File: src/rtl/data_mem_loader.sv
// data_mem_loader
//
// Sequential loader that sits between a host byte stream and data_mem.
// Bytes arrive over a valid/ready handshake and are packed little-endian
// (first byte in bits [7:0]) into 32-bit words. Each completed word is
// committed to data_mem with a single-cycle Memwrite pulse at consecutive
// word addresses starting at BASE_ADDR. The CPU is held off (cpu_hold) until
// the whole array has been written.
//
// Parameters:
//   BASE_ADDR      byte address of the first word written
//   WORD_COUNT     words per load, 1..65535
//
// Ports:
//   clk            system clock, rising-edge
//   rst            asynchronous active-high reset
//   start          begins a new load (honoured only in IDLE and DONE)
//   in_valid       in_data carries a valid byte
//   in_data        stream byte
//   in_ready       loader accepts a byte this cycle
//   mem_address    data_mem address (registered)
//   mem_write_data data_mem write data (packed word)
//   mem_write      data_mem Memwrite strobe
//   cpu_hold       CPU must not run while high
//   busy           load in progress (COLLECT or WRITE)
//   done           load complete
//   words_written  words committed in the current load
//   checksum       wrapping sum of committed words (LOADER_CHECKSUM_EN only)
//
// Build option:
//   LOADER_CHECKSUM_EN  adds the checksum output and its accumulator.

module data_mem_loader #(
  parameter logic [31:0] BASE_ADDR  = 32'd1000,
  parameter int unsigned WORD_COUNT = 20
) (
  input  logic        clk,
  input  logic        rst,
  input  logic        start,
  input  logic        in_valid,
  input  logic [7:0]  in_data,
  output logic        in_ready,
  output logic [31:0] mem_address,
  output logic [31:0] mem_write_data,
  output logic        mem_write,
  output logic        cpu_hold,
  output logic        busy,
  output logic        done,
  output logic [15:0] words_written
`ifdef LOADER_CHECKSUM_EN
  ,
  output logic [31:0] checksum
`endif
);

  localparam logic [1:0] ST_IDLE    = 2'd0;
  localparam logic [1:0] ST_COLLECT = 2'd1;
  localparam logic [1:0] ST_WRITE   = 2'd2;
  localparam logic [1:0] ST_DONE    = 2'd3;

  localparam logic [15:0] LAST_COUNT = 16'(WORD_COUNT);

  logic [1:0]  state_q, state_d;
  logic [1:0]  byte_idx_q, byte_idx_d;
  logic [31:0] addr_q, addr_d;
  logic [31:0] data_q, data_d;
  logic [15:0] count_q, count_d;
  logic [15:0] count_inc;
`ifdef LOADER_CHECKSUM_EN
  logic [31:0] sum_q, sum_d;
`endif

  // Next-state logic. The word index is implicit: the address register
  // advances by one word after every commit except the last, so in DONE
  // it still points at the final word written.
  always_comb begin
    state_d    = state_q;
    byte_idx_d = byte_idx_q;
    addr_d     = addr_q;
    data_d     = data_q;
    count_d    = count_q;
    count_inc  = count_q + 16'd1;
`ifdef LOADER_CHECKSUM_EN
    sum_d      = sum_q;
`endif

    case (state_q)
      ST_IDLE, ST_DONE: begin
        if (start) begin
          state_d    = ST_COLLECT;
          byte_idx_d = 2'd0;
          count_d    = 16'd0;
          addr_d     = BASE_ADDR;
`ifdef LOADER_CHECKSUM_EN
          sum_d      = 32'd0;
`endif
        end
      end

      ST_COLLECT: begin
        // in_ready is high throughout COLLECT, so in_valid alone is the handshake.
        if (in_valid) begin
          data_d[{byte_idx_q, 3'b000} +: 8] = in_data;
          byte_idx_d = byte_idx_q + 2'd1;
          if (byte_idx_q == 2'd3) begin
            state_d = ST_WRITE;
          end
        end
      end

      ST_WRITE: begin
        count_d    = count_inc;
        byte_idx_d = 2'd0;
`ifdef LOADER_CHECKSUM_EN
        sum_d      = sum_q + data_q;
`endif
        if (count_inc == LAST_COUNT) begin
          state_d = ST_DONE;
        end else begin
          state_d = ST_COLLECT;
          addr_d  = addr_q + 32'd4;
        end
      end

      default: state_d = ST_IDLE;
    endcase
  end

  // State registers; reset drops any partially packed word so it can never
  // be written.
  always_ff @(posedge clk or posedge rst) begin
    if (rst) begin
      state_q    <= ST_IDLE;
      byte_idx_q <= 2'd0;
      addr_q     <= BASE_ADDR;
      data_q     <= 32'd0;
      count_q    <= 16'd0;
`ifdef LOADER_CHECKSUM_EN
      sum_q      <= 32'd0;
`endif
    end else begin
      state_q    <= state_d;
      byte_idx_q <= byte_idx_d;
      addr_q     <= addr_d;
      data_q     <= data_d;
      count_q    <= count_d;
`ifdef LOADER_CHECKSUM_EN
      sum_q      <= sum_d;
`endif
    end
  end

  // Outputs decode directly from the state register so they follow the
  // asynchronous reset immediately.
  assign in_ready       = (state_q == ST_COLLECT);
  assign mem_write      = (state_q == ST_WRITE);
  assign busy           = (state_q == ST_COLLECT) || (state_q == ST_WRITE);
  assign done           = (state_q == ST_DONE);
  assign cpu_hold       = (state_q != ST_DONE);
  assign mem_address    = addr_q;
  assign mem_write_data = data_q;
  assign words_written  = count_q;
`ifdef LOADER_CHECKSUM_EN
  assign checksum       = sum_q;
`endif

endmodule

File: config.mk
export PLATFORM = sky130hd
export DESIGN_NAME = data_mem_loader
export DESIGN_NICKNAME = d
export VERILOG_FILES = /design/src/rtl/data_mem_loader.sv
export SDC_FILE = /design/constraint.sdc
export NUM_CORES = 1
export LEC_CHECK = 0
export ABC_AREA = 1
export CAP_MARGIN = 5
export CORE_MARGIN = 1.5
export CORE_UTILIZATION = 30
export CTS_BUF_LIST = sky130_fd_sc_hd__clkbuf_2 sky130_fd_sc_hd__clkbuf_4 sky130_fd_sc_hd__clkbuf_8
export DETAILED_ROUTE_END_ITERATION = 12
export PLACE_DENSITY_LB_ADDON = 0.3
export SYNTH_ARGS = -nofsm -noshare
export SYNTH_HDL_FRONTEND = slang
export SYNTH_SLANG_ARGS = --single-unit
File: constraint.sdc
create_clock -name clk -period 2.2 [get_ports clk]
set_input_delay 0.22 -clock clk [delete_from_list [all_inputs] [get_ports clk]]
set_output_delay 0.22 -clock clk [all_outputs]
set_load 0.05 [all_outputs]
==> flow_metrics.tcl <==
set metrics [dict create \
    status "finished clean" \
    path_delay_family "buffers and inverters" \
    fin_crit_ns 2.11 \
    antenna_found_initial 0 \
    netlist_top_cells_area "dfrtp_1 39%, nand2_1 17%, nor2_1 6.7%, nand3_1 6.5%, o21ai_0 5.7%" \
    post-route-period-util 0.960 \
    num_rows 46 \
    ir_drop_v 0.000628 \
    crit_buf_inv 2 \
    ctsLongestPathBuffers 2 \
    utilization 0.403 \
    post_cts_buffers 0 \
    synth-main-ff-cell "dfrtp_1" \
    vias 4589 \
    power_leakage_nw 2.75 \
    ys_top_cells_by_count "222 x nand2_1, 87 x nor2_1, 76 x dfrtp_1" \
    powerDensity_mw_per_mm2 981 \
    totalNegativeSetupSlack_ns 0 \
    ys_warn_count 0 \
    layout-drive-gt1-share 0.0722 \
    insertion_delay_ns 0.37 \
    die_h_um 130 \
    via_per_inst 4.56 \
    fill_cells 1686 \
    coreArea_mm2 0.0158 \
    gp_congestion 0.903 \
    post_cts_resized 0 \
    synth_area_per_cell_um2 7.08 \
    slowest_delay_ns 0.79 \
    multi_input_area_mm2 0.00243 \
    r2r_cells 9 \
    slew_headroom 0.631 \
    synth-edff-count 0 \
    wl_met1_um 6240 \
    rr_endpoint "mem_address[24]" \
    rrSetupSlack_ns 0.21 \
    dr.max_layer_used "met4" \
    grt_pass1_wl_um 22100 \
    numCtsBuffers 9 \
    path_class "register to output pin" \
    path_depth 3 \
    htreeDepth 3 \
    slowest_stage "clkdlybuf4s50_1" \
    postRouteAntennaNets 0 \
    stdcell_count 1006 \
    routed-wl-met2_um 6180 \
    grt_max_degree 33 \
    yosysSeqAreaShare 0.425 \
    wire_per_inst_um 13.3 \
    met3_length_um 815 \
    grt_usage 0.167 \
    crit_required_ns 1.98 \
    initial_utilization 0.306 \
    crit_path_end_kind "output pin" \
    cts-root-buf "clkbuf_8" \
    diodes 0 \
    synthDistinctLibCells 28 \
    rsz0062_at_grt "no" \
    cts.reportedPaths.clkPinSlew_ns 0.09 \
    grt_overflow_total 0 \
    drc 0 \
    port_buffers 94 \
    drtIter0Drc 303 \
    pin_count 97 \
    fin_area_mm2 0.00637 \
    synth_most_common_cell "nand2_1" \
    placed_cell_area_mm2 0.00612 \
    setup_viol 0 \
    drt_wl_total_um 13400 \
    place_inst 990 \
    crit_fanout 4 \
    r2r_start "mem_address[2]" \
    async_reset_ff_frac 1.00 \
    final_hold_viol_count 0 \
    syn-instance-count 685 \
    hold_class "input pin to asynchronous set/reset pin" \
    worst_pin_slew_ns 0.552 \
    cp.arrival_ns 1.89 \
    syn2layout_area_growth_pct 31.5 \
    fin_nets 810 \
    regArea_mm2 0.00206 \
    clock_sinks 82 \
    synth_top_area_share 0.392 \
    dr.pass1.iters 4 \
    first_global_vias 4399 \
    maxSlewViolCount 0 \
    cap_violations 0 \
    cts_tree "yes" \
    clock_skew_ns 0.0107 \
    fp.dieW_um 130 \
    max_freq_mhz 473 \
    dieArea_mm2 0.0169 \
    start_kind "register" \
    synthesis.area_mm2 0.00485 \
    synth_area_leader_cell "dfrtp_1" \
    cts.hold.buffers_added 0 \
    dpl.hpwl_um 9930 \
    ys_ff_latch 82 \
    crit_chain "ha_1 > inv_1 > clkdlybuf4s50_1" \
]
-- cells in the final DEF (no fill, tap or decap), drive strengths merged --
| master | Yosys | final |
|---|---|---|
| nand2 | 227 | 227 |
| nor2 | 95 | 95 |
| clkdlybuf4s50 | 0 | 91 |
| dfrtp | 76 | 76 |
| inv | 69 | 68 |
| nand3 | 63 | 63 |
| o21ai | 55 | 55 |
| buf | 11 | 18 |
| nor3 | 13 | 13 |
| ha | 13 | 13 |
| clkbuf | 10 | 11 |
| xor2 | 9 | 9 |
| nand4 | 8 | 8 |
| xnor2 | 8 | 8 |
| o31ai | 8 | 8 |
| o22ai | 6 | 6 |
| dfstp | 6 | 6 |
| bufinv | 0 | 3 |
| a21oi | 3 | 3 |
| clkinv | 1 | 3 |
| conb | 1 | 2 |
| o21bai | 1 | 1 |
| a21o | 1 | 1 |
| clkinvlp | 0 | 1 |
| or2 | 1 | 1 |
-- layout make-up --
type | count | area share
well taps | 216 | 0.0424
clock inverters | 5 | 0.0157
inverters | 70 | 0.0418
clock buffers | 11 | 0.0238
repair buffers | 109 | 0.172
flip-flops and latches | 82 | 0.323
multi-input cells | 513 | 0.381
-- per-layer routing --
layer	GRT usage	vias to the layer above
li1	-	2379
met3	0.0529	8
met5	0	-
met1	0.217	2087
met2	0.267	115
met4	0.0497	0
-- where the power goes --
part	leakage, nW	switching (W)	internal (W)
sequential	1.11	0.000231	0.00177
clock	0.129	0.000565	0.000812
combinational	1.51	0.00202	0.000856
-- state kept, by name, summed over array words and instances (netlist names) --
signal          cells
mem_write_data     32
mem_address        30
words_written      16
byte_idx_q          2
state_q             2
-- cells by family (layout without fill, tap and decap cells) --
family          after synthesis  count (layout)  share of synthesized area
simple gates                407             407                      0.349
buf+inv                      91             195                     0.0777
flops                        82              82                      0.425
compound gates               74              74                     0.0831
xor+xnor                     17              17                     0.0307
fa+ha+maj                    13              13                     0.0336
other cells                   1               2                   0.000774
-- worst max-delay path by stage --
stage	startpoint	endpoint	slack, ns
2_1_floorplan	words_written[1]	mem_address[28]	0.03
3_3_place_gp	mem_address[2]	mem_address[24]	0.19
3_5_place_dp	mem_address[2]	mem_address[24]	0.21
4_1_cts	state_q[1]	cpu_hold	0.04
5_1_grt	state_q[0]	cpu_hold	0.005
6_report	state_q[1]	cpu_hold	0.09
-- per-stage QoR --
| stage | hold WS, ns | setup slack (ns) | power, W |
|---|---|---|---|
| detailed placement | 0.474 | 0.212 | 0.00492 |
| finish | 0.220 | 0.0869 | 0.00625 |
| global placement | 0.471 | 0.191 | 0.00491 |
| global route | 0.226 | 0.00503 | 0.00667 |
| floorplan | 0.381 | 0.0313 | 0.00398 |
| CTS | 0.213 | 0.0446 | 0.00634 |
(Power assumes the default switching activity.)
